## config.mk

```make
export PLATFORM = sky130hd
export DESIGN_NAME = cordic_sched
export DESIGN_NICKNAME = d
export VERILOG_FILES = /design/src/rtl/cordic_pkg.sv /design/src/rtl/cordic_rr_arb.sv /design/src/rtl/cordic_sched.sv
export SDC_FILE = /design/constraint.sdc
export NUM_CORES = 1
export LEC_CHECK = 0
export ABC_AREA = 1
export BUFFER_PORTS_ARGS = -buffer_cell sky130_fd_sc_hd__buf_2
export CAP_MARGIN = 10
export CORE_MARGIN = 2
export CORE_UTILIZATION = 45
export CTS_BUF_LIST = sky130_fd_sc_hd__clkbuf_4 sky130_fd_sc_hd__clkbuf_8 sky130_fd_sc_hd__clkbuf_16
export CTS_CLUSTER_SIZE = 10
export DETAILED_ROUTE_END_ITERATION = 12
export HOLD_SLACK_MARGIN = 0.08
export PLACE_DENSITY = 0.73
export SLEW_MARGIN = 10
export SYNTH_ARGS = -nofsm -noshare
export SYNTH_HDL_FRONTEND = slang
export SYNTH_HIERARCHICAL = 1
export SYNTH_SLANG_ARGS = --single-unit
```

## constraint.sdc

```tcl
create_clock -name i_clk -period 4.3 [get_ports i_clk]
set_input_delay 0.43 -clock i_clk [delete_from_list [all_inputs] [get_ports i_clk]]
set_output_delay 0.43 -clock i_clk [all_outputs]
set_load 0.02 [all_outputs]
```

## src/rtl/cordic_pkg.sv

```systemverilog
// Shared types and constants for the cordic request scheduler.
package cordic_pkg;

    typedef logic [31:0] theta_t;
    typedef logic [15:0] short_t;

    // Latency of the shared cordic pipeline (valid_in to valid_out).
    localparam int CORDIC_PIPE_LATENCY = 16;

    // Widest requester ID the scheduler supports (NUM_REQ up to 8).
    localparam int ID_MAX_W = 3;

    // One buffered result, tagged with the requester that issued it.
    typedef struct packed {
        logic [ID_MAX_W-1:0] id;
        short_t              cos;
        short_t              sin;
    } rsp_entry_t;

endpackage

```

## src/rtl/cordic_rr_arb.sv

```systemverilog
// Round-robin arbiter: combinational one-hot grant searching from the
// entry after the last winner; the pointer moves only when told to.
module cordic_rr_arb #(
    parameter int N  = 4,
    parameter int IW = $clog2(N)
) (
    input  logic          i_clk,
    input  logic          i_rst_n,
    input  logic [N-1:0]  i_req,
    input  logic          i_en,
    input  logic          i_adv,
    output logic [N-1:0]  o_gnt,
    output logic [IW-1:0] o_idx,
    output logic          o_any
);

    logic [IW-1:0] r_last;
    int            w_c;

    // Search req from r_last+1 upward, wrapping, and take the first hit.
    always_comb begin
        o_gnt = '0;
        o_idx = '0;
        o_any = 1'b0;
        w_c   = 0;
        for (int off = 1; off <= N; off++) begin
            w_c = int'(r_last) + off;
            if (w_c >= N) w_c = w_c - N;
            if (i_en && !o_any && i_req[w_c]) begin
                o_any      = 1'b1;
                o_idx      = IW'(w_c);
                o_gnt[w_c] = 1'b1;
            end
        end
    end

    // Remember the winner of an accepted grant; reset gives index 0 first turn.
    always_ff @(posedge i_clk or negedge i_rst_n) begin
        if (!i_rst_n)   r_last <= IW'(N - 1);
        else if (i_adv) r_last <= o_idx;
    end

endmodule

```

## src/rtl/cordic_sched.sv

```systemverilog
// Shares one cordic pipeline between NUM_REQ requesters. Requests are
// issued round-robin under a credit limit equal to the response FIFO depth,
// tagged through a delay line matched to the pipeline, and returned in issue
// order through a single valid/ready port.
// Optional: define CORDIC_SCHED_STATS_EN to add per-requester issue counters
// and a credit-stall counter.
module cordic_sched
    import cordic_pkg::*;
#(
    parameter int NUM_REQ      = 4,
    parameter int FIFO_DEPTH   = 8,
    parameter int PIPE_LATENCY = CORDIC_PIPE_LATENCY,
    parameter int ID_W         = $clog2(NUM_REQ)
) (
    input  logic                       i_clk,
    input  logic                       i_rst_n,
    input  logic [NUM_REQ-1:0]         i_req_valid,
    input  logic [NUM_REQ-1:0][31:0]   i_req_theta,
    output logic [NUM_REQ-1:0]         o_req_ready,
    output logic                       o_cordic_valid_in,
    output logic [31:0]                o_cordic_theta_in,
    input  logic                       i_cordic_valid_out,
    input  logic [15:0]                i_cordic_cos,
    input  logic [15:0]                i_cordic_sin,
    output logic                       o_rsp_valid,
    input  logic                       i_rsp_ready,
    output logic [ID_W-1:0]            o_rsp_id,
    output logic [15:0]                o_rsp_cos,
    output logic [15:0]                o_rsp_sin,
    output logic                       o_err
`ifdef CORDIC_SCHED_STATS_EN
    ,
    output logic [NUM_REQ-1:0][15:0]   o_issue_cnt,
    output logic [15:0]                o_stall_cnt
`endif
);

    localparam int            AW      = $clog2(FIFO_DEPTH);
    localparam logic [AW:0]   DEPTH_L = (AW+1)'(FIFO_DEPTH);

    // Issue / credit
    logic [NUM_REQ-1:0] w_gnt;
    logic [ID_W-1:0]    w_gnt_idx;
    logic               w_xfer;
    logic               w_can_issue;
    logic [AW:0]        r_inflight;

    // Tag delay line
    logic [PIPE_LATENCY-1:0]           r_dl_vld;
    logic [PIPE_LATENCY-1:0][ID_W-1:0] r_dl_id;
    logic                              w_tail_vld;
    logic [ID_W-1:0]                   w_tail_id;

    // Response FIFO
    rsp_entry_t  r_mem [FIFO_DEPTH];
    rsp_entry_t  w_head;
    rsp_entry_t  w_push_entry;
    logic [AW:0] r_wr;
    logic [AW:0] r_rd;
    logic        w_empty;
    logic        w_full;
    logic        w_push;
    logic        w_pop;
    logic        r_err;

    // Credit is judged on the registered count, so a pop only frees a slot
    // for the following cycle.
    assign w_can_issue = (r_inflight < DEPTH_L);

    cordic_rr_arb #(
        .N  (NUM_REQ),
        .IW (ID_W)
    ) u_arb (
        .i_clk   (i_clk),
        .i_rst_n (i_rst_n),
        .i_req   (i_req_valid),
        .i_en    (w_can_issue),
        .i_adv   (w_xfer),
        .o_gnt   (w_gnt),
        .o_idx   (w_gnt_idx),
        .o_any   (w_xfer)
    );

    assign o_req_ready       = w_gnt;
    assign o_cordic_valid_in = w_xfer;
    assign o_cordic_theta_in = w_xfer ? i_req_theta[w_gnt_idx] : '0;

    // Count issued-but-not-popped requests; issue and pop together cancel.
    always_ff @(posedge i_clk or negedge i_rst_n) begin
        if (!i_rst_n) begin
            r_inflight <= '0;
        end else begin
            case ({w_xfer, w_pop})
                2'b10:   r_inflight <= r_inflight + 1'b1;
                2'b01:   r_inflight <= r_inflight - 1'b1;
                default: r_inflight <= r_inflight;
            endcase
        end
    end

    // Shift {valid, id} alongside the cordic so the tail lines up with valid_out.
    always_ff @(posedge i_clk or negedge i_rst_n) begin
        if (!i_rst_n) begin
            r_dl_vld <= '0;
            r_dl_id  <= '0;
        end else begin
            r_dl_vld <= {r_dl_vld[PIPE_LATENCY-2:0], w_xfer};
            r_dl_id  <= {r_dl_id[PIPE_LATENCY-2:0], w_gnt_idx};
        end
    end

    assign w_tail_vld = r_dl_vld[PIPE_LATENCY-1];
    assign w_tail_id  = r_dl_id[PIPE_LATENCY-1];

    // Extra pointer MSB distinguishes full from empty.
    assign w_empty = (r_wr == r_rd);
    assign w_full  = (r_wr[AW] != r_rd[AW]) && (r_wr[AW-1:0] == r_rd[AW-1:0]);
    assign w_pop   = o_rsp_valid & i_rsp_ready;
    // A full FIFO still accepts a push when the head leaves the same cycle.
    assign w_push  = w_tail_vld & (!w_full | w_pop);

    assign w_push_entry = '{id: ID_MAX_W'(w_tail_id), cos: i_cordic_cos, sin: i_cordic_sin};

    // Write captured results into the FIFO storage.
    always_ff @(posedge i_clk) begin
        if (w_push) r_mem[r_wr[AW-1:0]] <= w_push_entry;
    end

    // Advance FIFO pointers on push and pop.
    always_ff @(posedge i_clk or negedge i_rst_n) begin
        if (!i_rst_n) begin
            r_wr <= '0;
            r_rd <= '0;
        end else begin
            if (w_push) r_wr <= r_wr + 1'b1;
            if (w_pop)  r_rd <= r_rd + 1'b1;
        end
    end

    // Storage is not reset, so head fields are masked while empty.
    assign w_head      = r_mem[r_rd[AW-1:0]];
    assign o_rsp_valid = !w_empty;
    assign o_rsp_id    = o_rsp_valid ? w_head.id[ID_W-1:0] : '0;
    assign o_rsp_cos   = o_rsp_valid ? w_head.cos : '0;
    assign o_rsp_sin   = o_rsp_valid ? w_head.sin : '0;

    // Sticky error: cordic/tag disagreement or a result with nowhere to go.
    always_ff @(posedge i_clk or negedge i_rst_n) begin
        if (!i_rst_n)
            r_err <= 1'b0;
        else if ((i_cordic_valid_out != w_tail_vld) || (w_tail_vld && w_full && !w_pop))
            r_err <= 1'b1;
    end

    assign o_err = r_err;

`ifdef CORDIC_SCHED_STATS_EN
    logic [NUM_REQ-1:0][15:0] r_issue_cnt;
    logic [15:0]              r_stall_cnt;

    // Saturating per-requester transfer counts and credit-stall cycle count.
    always_ff @(posedge i_clk or negedge i_rst_n) begin
        if (!i_rst_n) begin
            r_issue_cnt <= '0;
            r_stall_cnt <= '0;
        end else begin
            for (int i = 0; i < NUM_REQ; i++) begin
                if (w_gnt[i] && (r_issue_cnt[i] != 16'hFFFF))
                    r_issue_cnt[i] <= r_issue_cnt[i] + 16'd1;
            end
            if ((|i_req_valid) && !w_can_issue && (r_stall_cnt != 16'hFFFF))
                r_stall_cnt <= r_stall_cnt + 16'd1;
        end
    end

    assign o_issue_cnt = r_issue_cnt;
    assign o_stall_cnt = r_stall_cnt;
`endif

endmodule
```

---- Word-level counts from Yosys, hierarchy flattened ----
Memory sizes are Yosys's and may differ from the RTL's.
Cells that the tools add are included.
storage, ports and cells
  register bits ........................... 63
  RAM bits ................................ 272
  input bits .............................. 168
  output and inout bits ................... 73
  logic and storage cells ................. 128
  memories ................................ 1
cells by class
  add/subtract/negate cells ............... 12
  magnitude comparators ................... 14
  equal/unequal tests ..................... 6
  multiplexer cells ....................... 45
  bitwise logic cells ..................... 6
  reductions and logical operators ........ 22
memory list
  name   depth  width  rd ports  clocked after Yosys merged registers in  wr ports  line                text
  r_mem  8      34     1         0                                        1         cordic_sched.sv:55  rsp_entry_t r_mem [FIFO_DEPTH];
operators with widths
  operator               number
  $mux 32                6
  $ge 32x1->1 const B    4
  $ge 32x4->1 const B    4
  $lt 32x4->1 const B    4
  $sub 32x4->32 const B  4
  $bmux 32 s2            1
  $mux 16                2
  $mux 1                 18
  $mux 4                 4
  $logic_and 1x1->1      14
  $add 4x1->4 const B    3
  $or 4x4->4             3
  $mux 2                 5
  $bmux 1 s2             4
  $demux 1 s2            4
  $pmux 4 s2             1
  $add 2x2->3 const B    2
  $logic_not 1->1        6
  $add 2x3->4 const B    1
  $eq 4x4->1             1
  $lt 4x4->1 const B     1
  $sub 4x1->4 const B    1
  $add 2x1->3 const B    1
  $eq 3x3->1             1
  other kinds (8)        10

---- Longest topological paths before layout ----
Gate-level depths: netlist (run 1).
  depth after elaboration ................. 23
  gate-level depth with buffers ........... 22
  mapped depth without buffers ............ 21

---- Cells and area by module ----
Netlist (run 1), hierarchy kept.
modules (own cells, without submodules)
  module         instances  cells each  area an instance (µm²)  seq. area each (µm²)
  cordic_sched   1          1253        13877.1                 9694.3
  cordic_rr_arb  1          90          599.3                   52.6

---- Worst setup path after synthesis (run 1) ----
OpenSTA, ideal clock, no wires.
  path type ............................... register to register
  start point ............................. reg u_arb.r_last[1]
  end point ............................... reg r_inflight[2]
  library setup time ...................... 129 ps
  arrival ................................. 3373 ps
  required time ........................... 4171 ps
  setup slack ............................. 798 ps
  stages on the path, launching flop included .. 21
  buffers on the path ..................... 1
  period minus slack after synthesis ...... 3502 ps
  path through ............................ dfstp_2 -> inv_1 -> ha_1 -> inv_1 -> nand3_2 -> nand2_2 -> nand2_2 -> nor2_4 -> nor2_4 -> nand2_4 -> nand2_1 -> inv_1 -> clkbuf_1 -> ha_1 -> nand2_1 -> inv_1 -> nor2_1 -> ha_1 -> a21oi_1 -> xor2_1 -> o21ai_0
between the ends
  cells in the longest elaborated chain, start to end .. 22
  elaborated cells on any way between the ends .. 46
  classes of those cells .................. add/sub: 8; order compare: 4; eq/ne: 2; mux: 21; reduce/logical: 11
ends and longest elaborated chain
  item                                                    line                 text
  from (decl)                                             cordic_rr_arb.sv:17  logic [IW-1:0] r_last;
  from (signal assigned)                                  cordic_rr_arb.sv:39  if (!i_rst_n) r_last <= IW'(N - 1);
  from (signal assigned)                                  cordic_rr_arb.sv:40  else if (i_adv) r_last <= o_idx;
  $add 2x1->3                                             cordic_rr_arb.sv:27  w_c = int'(r_last) + off;
  $sub 32x4->32 / $ge 32x4->1 (equally long branches)     cordic_rr_arb.sv:28  if (w_c >= N) w_c = w_c - N;
  $mux 32                                                 cordic_rr_arb.sv:28
  $bmux 1 s2                                              cordic_rr_arb.sv:29  if (i_en && !o_any && i_req[w_c]) begin
  $mux 1 (implied by the code) (2 in a row)               cordic_rr_arb.sv:29
  $logic_and 1x1->1                                       cordic_rr_arb.sv:29
  $mux 1                                                  cordic_rr_arb.sv:29
  $logic_not 1->1                                         cordic_rr_arb.sv:29
  (+4 left out)                                           --
  $logic_and 1x1->1 (2 in a row)                          cordic_rr_arb.sv:29
  $mux 1                                                  cordic_rr_arb.sv:29
  $logic_not 1->1                                         cordic_rr_arb.sv:29
  $logic_and 1x1->1 (2 in a row)                          cordic_rr_arb.sv:29
  $mux 1 (*)                                              cordic_rr_arb.sv:29
  net o_cordic_valid_in                                   cordic_sched.sv:20   output logic o_cordic_valid_in,
  $eq 2x1->1 / $eq 2x2->1 (equally long branches)         cordic_sched.sv:93   case ({w_xfer, w_pop})
  $pmux 4 s2 / $reduce_bool 2->1 (equally long branches)  --
  to (signal assigned)                                    cordic_sched.sv:94   2'b10: r_inflight <= r_inflight + 1'b1;
  to (signal assigned)                                    cordic_sched.sv:95   2'b01: r_inflight <= r_inflight - 1'b1;
  to (signal assigned)                                    cordic_sched.sv:96   default: r_inflight <= r_inflight;
  to (decl)                                               cordic_sched.sv:46   logic [AW:0] r_inflight;
The timed path passes the listed nets; every way through them passes the cells marked *. The select of a mux whose other input is x is not followed.
A chain may end at the register's enable or synchronous reset.

---- Worst setup path after layout (run 1) ----
  start point ............................. reg u_arb.r_last[1]
  end point ............................... out o_cordic_theta_in[10]
between the ends
  cells in the longest elaborated chain, start to end .. 23
  elaborated cells on any way between the ends .. 49
  classes of those cells .................. add/sub: 8; order compare: 4; mux: 27; reduce/logical: 10
ends and longest elaborated chain
  item                                                 line                 text
  $add 2x1->3                                          cordic_rr_arb.sv:27
  $sub 32x4->32 / $ge 32x4->1 (equally long branches)  cordic_rr_arb.sv:28
  $mux 32                                              cordic_rr_arb.sv:28
  $bmux 1 s2                                           cordic_rr_arb.sv:29
  $mux 1 (implied by the code) (2 in a row)            cordic_rr_arb.sv:29
  $logic_and 1x1->1                                    cordic_rr_arb.sv:29
  $mux 1                                               cordic_rr_arb.sv:29
  $logic_not 1->1                                      cordic_rr_arb.sv:29
  (+6 left out)                                        --
  $mux 1                                               cordic_rr_arb.sv:29
  $logic_not 1->1                                      cordic_rr_arb.sv:29
  $logic_and 1x1->1 (2 in a row)                       cordic_rr_arb.sv:29
  $mux 2 (*)                                           cordic_rr_arb.sv:29
  net w_gnt_idx[0]                                     cordic_sched.sv:43   logic [ID_W-1:0] w_gnt_idx;
  $bmux 32 s2 (*)                                      cordic_sched.sv:86   assign o_cordic_theta_in = w_xfer ? i_req_theta[w_gnt_idx] : '0;
  $mux 32 (implied by the code) (*)                    cordic_sched.sv:86
  $mux 32 (*)                                          cordic_sched.sv:86
  to (decl)                                            cordic_sched.sv:21   output logic [31:0] o_cordic_theta_in,
Marked as above.

==> metrics.cfg, run 1 <==
[run_status]
status=finished, final reports clean

[setup_path]
crit_path_cell_trace=inv_1 > ha_2 > inv_1 > nand3_2 > nand2_2 > nand2_2 > nor2_4 > nor2_4 > nand2_4 > nand2_2 > and2_2 > clkinv_1 > buf_8 > o21ai_0 > a21oi_1 > buf_2
required_ns=3.87
max_stage_delay_ns=0.56
startpoint_type=flop
crit_arrival_ns=3.70
crit_type=reg2out
cpMaxStageDelayCell=dfstp_2
regToRegStartpoint=u_arb/r_last[0]$_DFFE_PN1P_
critPathBufInv=5
end_kind=output port
r2r-end=r_inflight[2]$_DFFE_PN0P_
crit_fanout=33
reg2reg_slack_ns=0.85
rr_worst_depth=19
critical-path-top-delay-family=simple AND/OR/NAND/NOR gates
path_common_cell=nand2_2

[global_routing]
grt_usage_pct=22.98
grt_pass1_wl_um=58790
grt_pass1_vias=10650
grt-ovfl-total=0
grt_max_degree=121
antenna_found_initial=3

[final_layout]
final_common_cell=nor2_1
antennaDiodeCount=0
fillCellCount=2654
post-route-cell-area_sq_um=17260
drive_gt1_share_pct=23.85
area_growth_pct=19.21
num-nets-final=1757
final_cell_mix=406 x nor2_1, 272 x edfxtp_1, 240 x buf_2

[detailed_routing]
viasPerCell=5.406
dr.pass1.iters=5
drc=0
wirelength_um=39030
drtIter0Drc=720
wl_per_cell_um=19.56
ant_nets=0
vias=10780

[yosys]
synth_nets=1524
async_reset_ff_share_pct=18.81
synth_area_per_cell_sq_um=10.78
synth_edf_count=272
synth_cell_types=34
yosysWarnings=6
synthCells=1343
synth_top_flop_cell=edfxtp_1
synth-seq-cells=335
syn-cell-area_sq_um=14480
synth-seq-area-share_pct=67.33

[flow_run]
drv_cap=0

[clock_tree]
clockBufferDepth=3
clk_pin_slew_worst_paths_ns=0.06
clk_latency_ns=0.53
cts_inserted_buffers=39
htree_levels=2
clockRootBuffer=clkbuf_16
cts_tree=done
clkSinkCount=335

[floorplanning]
core_area_sq_um=31640
io_pins=241
dieWidth_um=183.4
dieArea_sq_um=33620
num_rows=65
initial_utilization_pct=45.76
die_h_um=183.4

[place]
dpl.hpwl_um=25390
portBuffers=240
gp_congestion=1.063
placed_area_sq_um=16000

[timing]
finalCritPeriodShare_pct=96.01
setup_viol=0
fin_skew_ns=0.02299
slew_headroom_pct=18.60
max_slew.worst_pin.slew_ns=1.221
finalHoldViolations=0
drv_slew=0
fmax_ghz=0.2422
min_period_ns=4.128

[hold_path]
worstHoldPathType=in2async

[metrics by stage]
step                instances  util (%)  setup WS (ns)   TNS, ns  hold slack, ns
floorplan                1343         -         0.7976         0          0.1344
global placement         1927     50.58         0.4523         0          0.3320
detailed placement       1927     50.58         0.3800         0          0.3347
CTS                      1985     54.17        0.02853         0          0.1041
global route             1995     54.55       -0.06932  -0.07125          0.1284
finish                   1995     54.55         0.1717         0         0.08937
[state kept, by name, summed over array words and instances, names as in the netlist, 2 cells and up]
signal / count
u_arb/r_last: 2
r_inflight: 4
r_dl_vld: 16
w_tail_id: 2
r_wr: 4
r_dl_id: 30
r_mem: 272
r_rd: 4
[what timing repair did]
item,4_1_cts,5_1_grt
hold buffers,0,0
setup buffers,0,9
pin swaps,0,1
gates cloned,0,1
setup endpoints to repair,15,32
resized for setup,4,8
[cells in the mapped netlist (all sizes together) (6+ instances only)]
master / instances / share of area (%)
clkbuf: 39 / 1.0
dfrtp: 61 / 11
nand3: 31 / 1.4
edfxtp: 272 / 56
nor2: 418 / 11
ha: 13 / 1.1
xor2: 6 / 0.49
o21ai: 306 / 11
buf: 43 / 2.0
inv: 25 / 0.65
a21oi: 37 / 1.3
nand2: 78 / 2.3
[layer usage]
| metal | vias up | global-route usage [%] | wire [um] |
|---|---|---|---|
| met5 | - | 0 | 23 |
| met4 | 4 | 15.55 | 2790 |
| met3 | 109 | 4.706 | 2616 |
| met2 | 462 | 39.53 | 19330 |
| met1 | 5121 | 25.85 | 14270 |
| li1 | 5088 | - | - |
[worst max-delay path by stage]
| stage | from | to | slack [ns] | depth (start not counted) |
|---|---|---|---|---|
| floorplan | u_arb/r_last[1]$_DFFE_PN1P_ | r_inflight[2]$_DFFE_PN0P_ | 0.80 | 20 |
| global placement | u_arb/r_last[1]$_DFFE_PN1P_ | o_cordic_theta_in[23] | 0.45 | 17 |
| detailed placement | u_arb/r_last[1]$_DFFE_PN1P_ | o_cordic_theta_in[23] | 0.38 | 17 |
| CTS | u_arb/r_last[1]$_DFFE_PN1P_ | o_cordic_theta_in[10] | 0.03 | 17 |
| global route | u_arb/r_last[0]$_DFFE_PN1P_ | o_cordic_theta_in[24] | -0.07 | 17 |
| finish | u_arb/r_last[1]$_DFFE_PN1P_ | o_cordic_theta_in[10] | 0.17 | 16 |
[logic make-up after synthesis]
group,synth area share (%)
buffers and inverters,3.725
adders and majority gates,1.124
and+or+nand+nor,14.90
xor gates and xnor gates,0.7952
DFF,67.33
AOI/OAI and AO/OA,12.13
[cell type report]
cell class                 instances  area (sq um)  area share, %
multi-input combinational        900          4269          24.74
sequential                       335          9756          56.53
tap                              402         503.0          2.915
clock buffer                      54          1089          6.308
inverter                          26         102.6         0.5945
clock inverter                     4         31.28         0.1813
timing repair buffer             274          1506          8.730
Power of run 1 is not shown: default switching activity piles up to over one toggle a cycle in this logic, so the estimate is an artifact.
==> run 2, diff against run 1 <==
--- a/config.mk
+++ b/config.mk
@@ -9,5 +9,5 @@
 export BUFFER_PORTS_ARGS = -buffer_cell sky130_fd_sc_hd__buf_2
 export CAP_MARGIN = 10
-export CORE_MARGIN = 2
+export CORE_MARGIN = 3
 export CORE_UTILIZATION = 45
 export CTS_BUF_LIST = sky130_fd_sc_hd__clkbuf_4 sky130_fd_sc_hd__clkbuf_8 sky130_fd_sc_hd__clkbuf_16
@@ -15,5 +15,5 @@
 export DETAILED_ROUTE_END_ITERATION = 12
 export HOLD_SLACK_MARGIN = 0.08
-export PLACE_DENSITY = 0.73
+export PLACE_DENSITY = 0.66
 export SLEW_MARGIN = 10
 export SYNTH_ARGS = -nofsm -noshare
==> constraint.sdc (replaced) <==
create_clock -name i_clk -period 4.3 [get_ports i_clk]
set_input_delay 0.43 -clock i_clk [delete_from_list [all_inputs] [get_ports i_clk]]
set_output_delay 0.43 -clock i_clk [all_outputs]
set_load 0.005 [all_outputs]
==> run 2 against run 1 <==
Effect of this change: via count fell by 1.9%; utilization is 0.26 points higher; first-iteration DRC count rose by 16%; sequential cell count unchanged; non-clock buffer count down 11; critical path depth unchanged; count of clock-buffer cells in the layout grew 10; global-route usage is 1.2 points lower; cell count is 0.50% higher; die area increased by 2.2%; cell area increased by 0.47%; maximum frequency fell by 0.32%; critical endpoint unchanged.
==> metrics.cfg, run 2 (synthesis results as in run 1) <==
[clock_tree]
clockRootBuffer=clkbuf_16
cts_inserted_buffers=40  ; +2.6%
cts_tree=done
clk_latency_ns=0.52  ; about the same
htree_levels=2  ; unchanged
clkSinkCount=335  ; unchanged
clk_pin_slew_worst_paths_ns=0.06  ; about the same
clockBufferDepth=3  ; unchanged

[flow_run]
drv_cap=0  ; unchanged

[timing]
setup_viol=0  ; unchanged
min_period_ns=4.142  ; +0.01323 ns
finalHoldViolations=0  ; unchanged
rsz0062_at_grt=true
fin_skew_ns=0.01949  ; -0.003498 ns
slew_headroom_pct=34.68  ; +16 points
fmax_ghz=0.2415  ; -0.32%
whs_ns=0.1631  ; +0.07371 ns
max_slew.worst_pin.slew_ns=0.9798  ; -0.2412 ns
drv_slew=0  ; unchanged
finalCritPeriodShare_pct=96.32  ; +0.31 points
fin_tns_setup_ns=0  ; unchanged

[floorplanning]
core_area_sq_um=31640  ; unchanged
num_rows=65  ; unchanged
io_pins=241  ; unchanged
die_h_um=185.4  ; +1.1%
dieWidth_um=185.4  ; +1.1%
dieArea_sq_um=34360  ; +2.2%
initial_utilization_pct=45.76  ; unchanged

[global_routing]
met2_usage_pct=36.78  ; -2.7 points
grt_busiest_layer=met2
grt_usage_pct=21.83  ; -1.2 points
grt_pass1_wl_um=57550  ; -2.1%
grt_max_degree=97  ; -20%
grt_pass1_vias=10510  ; -1.3%
antenna_found_initial=12  ; +9
grt-ovfl-total=0  ; unchanged
met1_usage_pct=26.30  ; +0.45 points
gr-usage-met3_pct=4.556  ; -0.15 points

[place]
gp_congestion=0.9644  ; -9.3%
dpl.hpwl_um=23230  ; -8.5%
placed_area_sq_um=16020  ; +0.12%
portBuffers=240  ; unchanged

[detailed_routing]
ant_nets=0  ; unchanged
viasPerCell=5.278  ; -2.4%
drtIter0Drc=832  ; +16%
drc=0  ; unchanged
vias=10580  ; -1.9%
dr.pass1.iters=4  ; -1
wirelength_um=38000  ; -2.6%
wl_per_cell_um=18.95  ; -3.1%

[final_layout]
area_growth_pct=19.77
drive_gt1_share_pct=23.79  ; -0.063 points
fillCellCount=2751  ; +3.7%
num-nets-final=1748  ; -0.51%
final_cell_mix=406 x nor2_1, 272 x edfxtp_1, 240 x buf_2
final_common_cell=nor2_1
largest_reg_flops=272  ; unchanged
post-route-cell-area_sq_um=17340  ; +0.47%

[setup_path]
startpoint_type=flop
required_ns=3.87  ; about the same
end_kind=output port
crit_fanout=64  ; +94%
crit_arrival_ns=3.71  ; about the same
crit_type=reg2out

[run_status]
status=finished, final reports clean

[power_and_ir_drop]
fin_total_pwr_w=0.01548
power-per-cell-area_nw_per_um2=893.0
p_leak_nw=6.719
worst_ir_drop_vdd_mv=0.7951

[hold_path]
worstHoldPathType=in2reg

## run 2: changes by cell type in the layout (fill, tap and decap cells not counted), sizes merged
cell         previous run  this run
clkbuf                 55        64
clkinv                  3         4
clkinvlp                1         2
inv                    26        25
diode                   0        10
dlygate4sd3             0         1
buf                   273       262
## run 2: cell type report
cell class / count / area, sq um / area share (%)
diodes: 10 / 25.02 / 0.1443
clock buffers: 64 / 1181 / 6.812
well taps: 402 / 503.0 / 2.901
inverters: 26 / 102.6 / 0.5918
clock inverters: 4 / 40.04 / 0.2309
multi-input cells: 900 / 4273 / 24.64
flip-flops and latches: 335 / 9754 / 56.26
repair inverters: 1 / 7.507 / 0.04330
repair buffers: 263 / 1451 / 8.371
## run 2: what timing repair did
action                                  CTS  global route
resized for setup                         0             9
cloned                                    0             1
setup buffers                             0             2
pin swaps                                 0             0
endpoints found under the setup margin    2            32
hold buffers                              1             0
endpoints found under the hold margin    20             0
## run 2: final timing paths
kind	startpoint	end	slack [ns]	depth (start not counted)
setup / recovery	u_arb/r_last[1]$_DFFE_PN1P_	o_cordic_theta_in[10]	0.16	16
hold / removal	i_cordic_valid_out	o_err$_DFFE_PN0P_	0.16	3
setup reg to reg	u_arb/r_last[1]$_DFFE_PN1P_	r_inflight[2]$_DFFE_PN0P_	0.90	18
hold reg to reg	r_dl_id[29]$_DFF_PN0_	w_tail_id[1]$_DFF_PN0_	0.34	0
max in group asynchronous	i_rst_n	r_rd[0]$_DFFE_PN0N_	2.93	3
min in group asynchronous	i_rst_n	r_dl_vld[0]$_DFF_PN0_	0.42	2
## run 2: metrics by stage
| step | instances | worst slack [ns] | util, % |
|---|---|---|---|
| finish | 2005 | 0.1584 | 54.80 |
| global placement | 1923 | 0.5985 | 50.64 |
| global route | 2003 | -0.03754 | 54.79 |
| detailed placement | 1923 | 0.5432 | 50.64 |
| CTS | 1992 | -0.01787 | 54.53 |
| floorplan | 1343 | 0.9160 | - |
## run 2: worst max-delay path, cell delays in order, from the launching register on
cell and delay, ns:
dfstp_2 0.65, inv_1 0.18, ha_2 0.43, inv_1 0.10, nand3_2 0.10, nand2_2 0.08, nand2_2 0.09, nor2_4 0.06
nor2_4 0.16, nand2_4 0.08, nand2_2 0.06, and2_2 0.18, clkinv_1 0.11, buf_12 0.19, o21ai_0 0.40, a21oi_1 0.16
buf_2 0.16
## run 2: metal layers
metal  vias up  wire length, um
met2       408            18750
met1      4971            14660
met3       113             2505
li1       5085                -
met4         6             2050
met5         -               38
## run 2: report_power, final
part	total (W)	internal (W)	switching (W)	leakage, nW
sequential	0.00490	0.00449	0.000417	3.22
clock	0.00310	0.00188	0.00122	0.623
combinational	0.00748	0.00261	0.00487	2.88
total	0.0155	0.00898	0.00650	6.72
Note: power is estimated with default switching activity, not from simulation.
==> run 3, diff against run 2 <==
- CELL_PAD_IN_SITES_DETAIL_PLACEMENT: default -> 1
- CELL_PAD_IN_SITES_GLOBAL_PLACEMENT: default -> 2
- CORE_ASPECT_RATIO: default -> 0.5
- CORE_UTILIZATION: 45 -> 39
- PLACE_DENSITY: 0.66 -> default
- PLACE_DENSITY_LB_ADDON: default -> 0.1
- clock period: 4.3 -> 5.35 ns (I/O delays scaled with it)
==> run 3 against run 2 <==
Effect of this change: clock power down 23%; largest cell class unchanged; cell count up 2.8%; power is 21% lower; worst hold slack gained 0.010 ns; first-iteration DRC count shrank 15%; sequential cell count unchanged; setup slack better by 0.43 ns; clock skew is 0.0030 ns higher; count of clock-buffer cells in the layout shrank 12.
==> metrics.cfg, run 3 (synthesis results as in run 1) <==
[setup_path]
critPathBufInv=5  ; unchanged
startpoint_type=flop
cpMaxStageDelayCell=dfstp_2
crit_type=reg2out
critical-path-top-delay-family=buffers and inverters
crit_fanout=33  ; -48%
required_ns=4.82  ; +0.95 ns
crit_arrival_ns=4.23  ; +0.52 ns
crit_path_cell_trace=inv_1 > ha_1 > inv_1 > nand3_2 > nand2_2 > nand2_2 > nor2_4 > nor2_4 > nand2_4 > nand2_2 > and2_2 > clkinv_1 > buf_4 > o21ai_0 > a21oi_1 > buf_2
path_common_cell=nand2_2
end_kind=output port
max_stage_delay_ns=0.64  ; about the same

[power_and_ir_drop]
p_clk_share_pct=19.7  ; -0.3 points
switchingPower_w=0.005206  ; -20%
p_leak_nw=6.615  ; -1.5%
power_frac_comb_pct=47.6  ; -0.7 points
worst_ir_drop_vdd_mv=0.4582  ; -42%
intPower_w=0.006983  ; -22%
p_seq_share_pct=32.7  ; +1.0 points
power-per-cell-area_nw_per_um2=709.4  ; -21%
switching_share_pct=42.71  ; +0.71 points

[final_layout]
multi_input_area_sq_um=4252  ; -0.50%
drive_gt1_share_pct=22.60  ; -1.2 points
instances_no_fill=2061  ; +2.8%
num-nets-final=1742  ; -0.34%
post-route-cell-area_sq_um=17180  ; -0.90%
area_growth_pct=18.69
largest_reg_flops=272  ; unchanged
final_common_cell=nor2_1
final_util_pct=47.42  ; -7.4 points
final_cell_mix=406 x nor2_1, 272 x edfxtp_1, 240 x buf_2
fillCellCount=3981  ; +45%
register_area_sq_um=9756  ; about the same

[floorplanning]
core_area_sq_um=36230  ; +15%
initial_utilization_pct=39.95  ; -5.8 points
die_h_um=142.2  ; -23%
num_rows=49  ; -25%
io_pins=241  ; unchanged
dieWidth_um=278.5  ; +50%
dieArea_sq_um=39610  ; +15%

[place]
placed_area_sq_um=16060  ; +0.22%
portBuffers=240  ; unchanged
dp_cells=2004  ; +4.2%
gp_congestion=0.8655  ; -10%
dpl.hpwl_um=25440  ; +9.5%

[detailed_routing]
viasPerCell=5.148  ; -2.5%
wirelength_um=41280  ; +8.6%
drc=0  ; unchanged
dr.pass1.iters=7  ; +3
ant_nets=0  ; unchanged
drtIter0Drc=707  ; -15%
wl_per_cell_um=20.03  ; +5.7%
vias=10610  ; +0.26%

[clock_tree]
cts_inserted_buffers=39  ; -2.5%
clk_pin_slew_worst_paths_ns=0.06  ; about the same
cts_tree=done
htree_levels=2  ; unchanged
clk_latency_ns=0.54  ; +0.02 ns
clockRootBuffer=clkbuf_16
clockBufferDepth=3  ; unchanged
cts-resized-gates=0  ; unchanged
clkSinkCount=335  ; unchanged
ctsHoldBuffers=0  ; -1
post_cts_buffers=0  ; unchanged

[run_status]
status=finished, final reports clean

[global_routing]
grt_max_degree=97  ; unchanged
antenna_found_initial=3  ; -9
grt_pass1_wl_um=63050  ; +9.6%
grt_usage_pct=20.47  ; -1.4 points
grt_pass1_vias=11170  ; +6.3%
gr-usage-met3_pct=3.655  ; -0.90 points
grt-ovfl-total=0  ; unchanged
met2_usage_pct=36.35  ; -0.44 points
met1_usage_pct=26.71  ; +0.41 points
grt_busiest_layer=met2

[timing]
fin_tns_setup_ns=0  ; unchanged
slew_headroom_pct=26.92  ; -7.8 points
drv_slew=0  ; unchanged
finalCritPeriodShare_pct=89.05
finalHoldViolations=0  ; unchanged
min_period_ns=4.764
whs_ns=0.1733  ; +0.01023 ns
setup_viol=0  ; unchanged
rsz0062_at_grt=false
fin_skew_ns=0.02246  ; +0.002970 ns
max_slew.worst_pin.slew_ns=1.095  ; +0.1151 ns
fmax_ghz=0.2099

[flow_run]
drv_cap=0  ; unchanged

[hold_path]
worstHoldPathType=in2async

-- run 3: cell count changes in the layout (fill, tap and decap cells not counted), sizes merged --
cell | before | now
dlygate4sd3 | 1 | 0
clkbuf | 64 | 52
buf | 262 | 259
clkinvlp | 2 | 0
diode | 10 | 2
-- run 3: cell type report --
class | count | share of cell area (%)
sequential | 335 | 56.78
multi-input combinational | 900 | 24.74
timing repair buffer | 259 | 7.821
clock buffer | 52 | 6.350
tap | 484 | 3.524
inverter | 26 | 0.5825
clock inverter | 3 | 0.1748
antenna | 2 | 0.02913
-- run 3: through the flow --
step	total power, W	setup WS [ns]
3_3_place_gp	0.009720	1.272
2_1_floorplan	0.007669	1.966
3_5_place_dp	0.009926	1.079
6_report	0.01219	0.5857
4_1_cts	0.01237	0.5398
5_1_grt	0.01323	0.1720
-- run 3: per-layer routing --
layer	wire, um	vias to the layer above
li1	-	5060
met1	18490	5304
met2	20670	194
met3	1566	48
met4	520	4
met5	27	-
-- run 3: final timing paths --
check / start / endpoint / slack [ns] / cells past startpoint
max in group asynchronous: i_rst_n / r_rd[1]$_DFFE_PN0N_ / 4.54 / 2
min in group i_clk: i_cordic_sin[8] / r_mem[5][8]$_DFFE_PP_ / 0.26 / 1
setup / recovery: u_arb/r_last[1]$_DFFE_PN1P_ / o_cordic_theta_in[12] / 0.59 / 16
hold reg to reg: r_dl_id[2]$_DFF_PN0_ / r_dl_id[4]$_DFF_PN0_ / 0.35 / 0
setup reg to reg: u_arb/r_last[1]$_DFFE_PN1P_ / r_inflight[2]$_DFFE_PN0P_ / 1.50 / 20
hold / removal: i_rst_n / r_dl_vld[8]$_DFF_PN0_ / 0.17 / 2
-- run 3: worst register-to-register path: cells and delay by family, from the launching register on --
kind | cells | cell delay (ns)
XOR/XNOR | 1 | 0.15
buffers and inverters | 5 | 0.89
AO/OA/AOI/OAI | 2 | 0.23
adder cells (fa/ha/maj) | 3 | 0.91
AND/OR/NAND/NOR | 9 | 0.90
flip-flops | 1 | 0.64
-- run 3: power by group through the flow --
stage	Clock [W]	Combinational [W]	Sequential (W)
2_1_floorplan	0	0.00385	0.00382
3_3_place_gp	0	0.00573	0.00399
3_5_place_dp	0	0.00589	0.00403
4_1_cts	0.00246	0.00592	0.00399
5_1_grt	0.00258	0.00660	0.00405
6_report	0.00240	0.00580	0.00398
